[src/rtl/pipeline_hazard_ctrl_pkg.sv]
// Shared pipeline definitions: PC select codes, hazard FSM states, register-number width.
package pipeline_hazard_ctrl_pkg;
    localparam int REG_W = 5;

    localparam logic [1:0] PCSRC_SEQ = 2'b00;
    localparam logic [1:0] PCSRC_BR  = 2'b01;
    localparam logic [1:0] PCSRC_JMP = 2'b10;

    typedef enum logic {
        ST_RUN      = 1'b0,
        ST_MEM_WAIT = 1'b1
    } state_t;
endpackage

[src/rtl/pipeline_hazard_ctrl_sat_counter.sv]
// Saturating up-counter with enable and synchronous reset.
module sat_counter #(
    parameter int W = 16
) (
    input  logic         clk,
    input  logic         rst,
    input  logic         en,
    output logic [W-1:0] count
);
    always_ff @(posedge clk) begin
        if (rst)
            count <= '0;
        else if (en && (count != '1))
            count <= count + W'(1);
    end
endmodule

[src/rtl/pipeline_hazard_ctrl.sv]
// Hazard/sequencing controller: memory hold, branch/jump redirect, load-use stall,
// plus saturating stall and flush counters.
module pipeline_hazard_ctrl
    import pipeline_hazard_ctrl_pkg::*;
#(
    parameter int MEM_TIMEOUT = 16,
    parameter int CNT_W       = 16
) (
    input  logic               clk,
    input  logic               rst,
    input  logic               ID_EX_MemRead,
    input  logic [REG_W-1:0]   ID_EX_RegisterRt,
    input  logic [REG_W-1:0]   IF_ID_RegisterRs,
    input  logic [REG_W-1:0]   IF_ID_RegisterRt,
    input  logic               EX_MEM_Branch,
    input  logic               EX_MEM_ALU_zero,
    input  logic               EX_MEM_Jump,
    input  logic               EX_MEM_MemRead,
    input  logic               EX_MEM_MemWrite,
    input  logic               dmem_ready,
    output logic               PC_Write,
    output logic               IF_ID_Write,
    output logic               ID_EX_Write,
    output logic               EX_MEM_Write,
    output logic               IF_Flush,
    output logic               ID_Flush,
    output logic               EX_Flush,
    output logic               MEM_WB_Flush,
    output logic [1:0]         PC_Src,
    output logic               dmem_req,
    output logic               mem_err,
    output logic [CNT_W-1:0]   stall_cycles,
    output logic [CNT_W-1:0]   flush_events
);
    localparam int WCW = $clog2(MEM_TIMEOUT + 1);

    state_t         state, next_state;
    logic [WCW-1:0] wait_cnt, wait_nxt;
    logic           mem_acc, hold, taken, load_use, err_set, flush_evt, stall_en;

    assign mem_acc = EX_MEM_MemRead | EX_MEM_MemWrite;

    always_ff @(posedge clk) begin
        if (rst) begin
            state    <= ST_RUN;
            wait_cnt <= '0;
            mem_err  <= 1'b0;
        end else begin
            state    <= next_state;
            wait_cnt <= wait_nxt;
            if (err_set)
                mem_err <= 1'b1;
        end
    end

    always_comb begin
        next_state   = state;
        wait_nxt     = wait_cnt;
        err_set      = 1'b0;
        hold         = 1'b0;
        dmem_req     = 1'b0;
        PC_Write     = 1'b1;
        IF_ID_Write  = 1'b1;
        ID_EX_Write  = 1'b1;
        EX_MEM_Write = 1'b1;
        IF_Flush     = 1'b0;
        ID_Flush     = 1'b0;
        EX_Flush     = 1'b0;
        MEM_WB_Flush = 1'b0;
        PC_Src       = PCSRC_SEQ;

        case (state)
            ST_RUN: begin
                if (mem_acc) begin
                    dmem_req = 1'b1;
                    if (!dmem_ready) begin
                        hold       = 1'b1;
                        next_state = ST_MEM_WAIT;
                        wait_nxt   = WCW'(1);
                    end
                end
            end
            ST_MEM_WAIT: begin
                dmem_req = 1'b1;
                if (dmem_ready) begin
                    next_state = ST_RUN;
                    wait_nxt   = '0;
                end else if (wait_cnt == WCW'(MEM_TIMEOUT - 1)) begin
                    // Abandon: this cycle releases the pipeline with undefined load data.
                    next_state = ST_RUN;
                    wait_nxt   = '0;
                    err_set    = 1'b1;
                end else begin
                    hold     = 1'b1;
                    wait_nxt = wait_cnt + WCW'(1);
                end
            end
            default: begin
                next_state = ST_RUN;
                wait_nxt   = '0;
            end
        endcase

        taken    = !hold && ((EX_MEM_Branch && EX_MEM_ALU_zero) || EX_MEM_Jump);
        load_use = !hold && !taken && ID_EX_MemRead && (ID_EX_RegisterRt != '0) &&
                   ((ID_EX_RegisterRt == IF_ID_RegisterRs) || (ID_EX_RegisterRt == IF_ID_RegisterRt));

        if (hold) begin
            PC_Write     = 1'b0;
            IF_ID_Write  = 1'b0;
            ID_EX_Write  = 1'b0;
            EX_MEM_Write = 1'b0;
            MEM_WB_Flush = 1'b1;
        end else if (taken) begin
            IF_Flush = 1'b1;
            ID_Flush = 1'b1;
            EX_Flush = 1'b1;
            PC_Src   = EX_MEM_Jump ? PCSRC_JMP : PCSRC_BR;
        end else if (load_use) begin
            PC_Write    = 1'b0;
            IF_ID_Write = 1'b0;
            ID_Flush    = 1'b1;
        end

        if (rst) begin
            err_set      = 1'b0;
            dmem_req     = 1'b0;
            PC_Write     = 1'b0;
            IF_ID_Write  = 1'b0;
            ID_EX_Write  = 1'b0;
            EX_MEM_Write = 1'b0;
            IF_Flush     = 1'b0;
            ID_Flush     = 1'b0;
            EX_Flush     = 1'b0;
            MEM_WB_Flush = 1'b0;
            PC_Src       = PCSRC_SEQ;
        end
    end

    assign stall_en  = !rst && !PC_Write;
    assign flush_evt = !rst && taken;

    sat_counter #(.W(CNT_W)) u_stall_cnt (
        .clk   (clk),
        .rst   (rst),
        .en    (stall_en),
        .count (stall_cycles)
    );

    sat_counter #(.W(CNT_W)) u_flush_cnt (
        .clk   (clk),
        .rst   (rst),
        .en    (flush_evt),
        .count (flush_events)
    );
endmodule

[config.mk]
export PLATFORM = sky130hd
export DESIGN_NAME = pipeline_hazard_ctrl
export DESIGN_NICKNAME = d
export VERILOG_FILES = /design/src/rtl/pipeline_hazard_ctrl_pkg.sv /design/src/rtl/pipeline_hazard_ctrl_sat_counter.sv /design/src/rtl/pipeline_hazard_ctrl.sv
export SDC_FILE = /design/constraint.sdc
export NUM_CORES = 1
export LEC_CHECK = 0
export BUFFER_PORTS_ARGS = -buffer_cell sky130_fd_sc_hd__buf_2
export CORE_ASPECT_RATIO = 2
export CORE_MARGIN = 2
export CORE_UTILIZATION = 45
export CTS_BUF_LIST = sky130_fd_sc_hd__clkbuf_8
export DETAILED_ROUTE_END_ITERATION = 8
export PLACE_DENSITY = 0.76
export SLEW_MARGIN = 20
export SYNTH_ARGS = -nofsm -noshare
export SYNTH_HDL_FRONTEND = slang
export SYNTH_HIERARCHICAL = 1
export SYNTH_SLANG_ARGS = --single-unit
[constraint.sdc]
create_clock -name clk -period 2.4 [get_ports clk]
set_input_delay 0.24 -clock clk [delete_from_list [all_inputs] [get_ports clk]]
set_output_delay 0.24 -clock clk [all_outputs]
set_load 0.005 [all_outputs]
Yosys cells after proc, flatten, opt, wreduce, memory -nomap -nowiden
Index checks and enable logic that the tools add are counted. W data, S select, Z words.

Output and inout bits: 44. Input bits: 24. Register bits: 39. Logic and storage cells: 71.

Bitwise logic cells: 2. Muxes and demuxes: 36. Reduce and logical (&&, ||, !) cells: 18. Add/subtract/negate cells: 3. Eq/ne operators: 7.

Operators with widths (count): $add A16 B1 Y16 const B (2); $ne A16 B16 Y1 const B (2); $mux W1 (25); $mux W5 (4); $eq A5 B5 Y1 (2); $logic_and A1 B1 Y1 (10); $pmux W5 S2 (1); $mux W2 (4); $add A5 B1 Y5 const B (1); $eq A5 B4 Y1 const B (1); $reduce_bool A5 Y1 (1); $logic_not A1 Y1 (4); $ne A2 B2 Y1 const B (2); $pmux W1 S2 (2); $logic_or A1 B1 Y1 (2); $reduce_and A2 Y1 (1); $not A1 Y1 (1); $or A1 B1 Y1 (1).

Depth between registers and ports, before layout
Word-level depth: 18. Mapped depth: 11. Depth with buffers taken out: 11.

Modules after synthesis
Netlist, hierarchy kept.

Modules (own cells, without submodules): sat_counter (cells each 99, seq. area each 320.3 µm², instances 2, area an instance 848.3 µm²); pipeline_hazard_ctrl (cells each 71, seq. area each 140.1 µm², instances 1, area an instance 569.3 µm²).

Least setup slack after synthesis
Ideal clock, no wire load.

Kind: reg2reg. Start point: register wait_cnt[0]. End point: register u_flush_cnt.count[7]. Slack: -0.063 ns. Cell stages (with the launch flop): 12. Arrival: 2.392 ns. Period minus slack after synthesis: 2.463 ns. Buffers on the path: 1. Setup time: 0.070 ns. Data required time: 2.330 ns. Path through: dfxtp_1 ha_1 and4b_4 nor2_2 a211o_1 inv_1 nand2_1 inv_1 nand2_1 clkbuf_1 or4_1 a21oi_1.

Cells in the longest elaborated chain, start to end: 8.

Ends and longest elaborated chain: from (decl) (line pipeline_hazard_ctrl.sv:38) `logic [WCW-1:0] wait_cnt, wait_nxt;`; from (signal assigned) (line pipeline_hazard_ctrl.sv:50) `wait_cnt <= wait_nxt;`; $eq A5 B4 Y1 (line pipeline_hazard_ctrl.sv:88) `end else if (wait_cnt == WCW'(MEM_TIMEOUT - 1)) begin`; $mux W1 (line pipeline_hazard_ctrl.sv:88); $mux W1 (line pipeline_hazard_ctrl.sv:85) `if (dmem_ready) begin`; $pmux W1 S2 (line pipeline_hazard_ctrl.sv:72) `case (state)`; $logic_not A1 Y1 (line pipeline_hazard_ctrl.sv:104) `taken = !hold && ((EX_MEM_Branch && EX_MEM_ALU_zero) || EX_MEM_Jump);`; $logic_and A1 B1 Y1 (line pipeline_hazard_ctrl.sv:104); $logic_and A1 B1 Y1 (line pipeline_hazard_ctrl.sv:141) `assign flush_evt = !rst && taken;`; $logic_and A1 B1 Y1 (line pipeline_hazard_ctrl_sat_counter.sv:13) `else if (en && (count != '1))`; to (signal assigned) (line pipeline_hazard_ctrl_sat_counter.sv:14) `count <= count + W'(1);`; to (decl) (line pipeline_hazard_ctrl_sat_counter.sv:8) `output logic [W-1:0] count`.

No other way between the ends. A chain may end at the register's enable or synchronous reset.

Worst setup path in the final report
Start point: register wait_cnt[0]. End point: register u_flush_cnt.count[12].

The elaborated chain is that of the path after synthesis.

==> results.cfg <==
[timing]
fin_crit_ns = 2.28
fin_skew_ns = 0.00520
maxSlewViolCount = 0
hold_viol_final = 0
relSlewSlack = 0.565
max_freq_mhz = 438
finalSetupViolCount = 0
fin_crit_sh = 0.951
worst_pin_slew_ns = 0.644

[run_status]
outcome = completed

[final_layout]
final-seq-area_um2 = 783
layout_commonest_cell = buf_2
drive_above_1_share = 0.344
layout_common_cells = buf_2, dfxtp_1, a21oi_1, nor2_1, buf_4
antenna_cells = 0
final_util = 0.596
multiInputGateArea_um2 = 1450
fill_cells = 442
final_area_um2 = 2900
synthToLayoutAreaGrowth_pct = 28.0
fin_nets = 376

[setup_path]
crit_fanout = 5
path_class = reg -> reg
crit_path_start_kind = flip-flop
arrival_ns = 2.46
worstPathRequired_ns = 2.58
end_kind = flip-flop

[floorplan]
fp.dieArea_um2 = 5650
die_width_um = 54.2
core_um2 = 4860
initial_core_util = 0.466
rows = 36
pin_count = 68
die_h_um = 104

[detailed_routing]
routed_wirelength_mm = 5.78
drc = 0
ant_nets = 0
wire_per_inst_um = 14.2
dr.first_iter.drc_count = 61
dr_total_vias = 2346
viasPerCell = 5.78
dr.pass1.iters = 4

[grt]
antenna_found_initial = 0
grt_usage = 0.204
grt_max_degree = 30
gr-total-overflow = 0
grt_pass1_vias = 2166
grt_pass1_wl_mm = 8.87

[logic_synthesis]
synthArstFlopShare = 0
synth_edf_count = 0
ys_ff_latch = 39
synth_flop_cell = dfxtp_1
synth.distinct_cells = 50
synth_top_family_by_area = simple AND/OR/NAND/NOR gates
synthXorXnorAreaFrac = 0.0541
ys_warn_count = 6
synth-compound-area-share = 0.183
syn_area_per_cell_um2 = 8.42
synthSimpleGateAreaFrac = 0.342
synthMuxAreaShare = 0.0188
syn-num-nets = 296
syn_inst = 269
synth_fa_ha_area_frac = 0.0166
synth_seq_area_share = 0.345
syn_area_um2 = 2270

[power_and_ir_drop]
power_leakage_uw = 0.00118
p_per_area_nw_per_um2 = 432
ir_drop_mv = 0.413

[clock_network]
cts_made_buffers = 5
ctsHtreeMaxLevel = 2
clkTransAtPathRegs_ns = 0.07
tritoncts = yes
clock-sinks = 39
cts-root-buf = clkbuf_8
postCtsHoldBufs = 0
insertion_delay_ns = 0.29
clock_path_buffers = 2

[place]
place.gp.congestion = 0.848
port_buffers = 67
post_dp_cell_area_um2 = 2720
place.detailed.hpwl_mm = 4.34

[hold_path]
min_path_type = in -> reg

[run]
cap_violations = 0
[final timing paths]
path,slack (ns),cells past startpoint,endpoint,from
setup / recovery,0.12,12,u_flush_cnt/count[12],wait_cnt[0]
hold / removal,0.22,2,state,dmem_ready
setup reg to reg,0.12,12,u_flush_cnt/count[12],wait_cnt[0]
hold reg to reg,0.48,2,mem_err,mem_err
[routing by layer]
layer / track usage / up-vias / routed length, µm
li1: - / 1177 / -
met1: 0.198 / 1084 / 2200
met2: 0.393 / 75 / 3190
met3: 0.0330 / 10 / 286
met4: 0.0696 / 0 / 111
met5: 0 / - / 0
[final cells by class]
cell class | count | area share
multi-input cells | 209 | 0.499
clock buffers | 6 | 0.0285
repair buffers | 85 | 0.164
clock inverters | 1 | 0.00173
flip-flops and latches | 39 | 0.270
well taps | 57 | 0.0246
inverters | 9 | 0.0125
[sequential cells by signal (all words and copies together), names as in the netlist]
signal	count
u_flush_cnt/count	16
state	1
u_stall_cnt/count	16
mem_err	1
wait_cnt	5
[cell usage after synthesis (2+ instances only)]
cell type | number | area (µm²)
clkbuf_1 | 5 | 18.8
nor2_1 | 19 | 71.3
mux2_2 | 2 | 22.5
and4_1 | 6 | 52.6
nand4_1 | 6 | 37.5
nor4_4 | 2 | 42.5
or4_1 | 15 | 113
inv_1 | 9 | 33.8
xnor2_1 | 4 | 35.0
nor4bb_1 | 2 | 20.0
or3_1 | 7 | 43.8
ha_1 | 3 | 37.5
nor3_1 | 13 | 65.1
nand3_1 | 14 | 70.1
o21a_1 | 2 | 15.0
o41ai_1 | 2 | 17.5
buf_4 | 3 | 22.5
mux2i_1 | 2 | 20.0
dfxtp_1 | 39 | 781
xor2_1 | 10 | 87.6
a21oi_1 | 25 | 125
nor2b_1 | 5 | 31.3
o31ai_1 | 12 | 90.1
buf_2 | 2 | 10.0
buf_1 | 2 | 7.51
nand4_4 | 2 | 42.5
o21ai_0 | 10 | 50.1
nand3b_1 | 3 | 22.5
and3_1 | 2 | 12.5
a22oi_1 | 2 | 15.0
nand2_2 | 2 | 12.5
nor4_1 | 4 | 25.0
nand2_1 | 15 | 56.3
o311ai_0 | 2 | 17.5
[repair_timing]
item,in CTS,in global routing
gates resized for setup,2,13
cloned,0,0
buffers inserted,0,4
pin swaps,0,5
endpoints found under the setup margin,8,19
endpoints found under the hold margin,0,0
[power breakdown]
group | leakage, µW | switching (µW) | internal (µW)
logic | 0.000815 | 73.4 | 66.8
clock network | 0.0000470 | 224 | 226
registers | 0.000316 | 8.69 | 653
total | 0.00118 | 307 | 946
[through the flow]
stage,power [µW],TNS (ns),hold slack (ns),worst slack (ns),cells
global route,1300,-0.0148,0.221,-0.0148,406
finish,1250,0,0.217,0.118,406
CTS,1250,0,0.191,0.00719,402
global placement,802,0,0.461,0.0242,395
floorplan,744,0,0.323,0.00337,269
detailed placement,805,-0.0337,0.462,-0.0122,395
[cell families (layout without fill, tap and decap cells)]
logic type	after synthesis	in the layout
simple gates	124	124
compound gates	64	64
flops	39	39
buf+inv	21	101
xor+xnor	14	14
mux	4	4
fa+ha+maj	3	3
[critical path, stage by stage (launching register included)]
cell and delay (ns):
dfxtp_2 0.36, ha_4 0.14, and4b_4 0.27, nor2_2 0.06
a211o_1 0.26, inv_2 0.09, nand2_4 0.06, inv_4 0.08
buf_6 0.11, nand4_1 0.13, nor4_2 0.34, and3_1 0.21
nor3_1 0.05
Power figures use the tool's default switching activity.
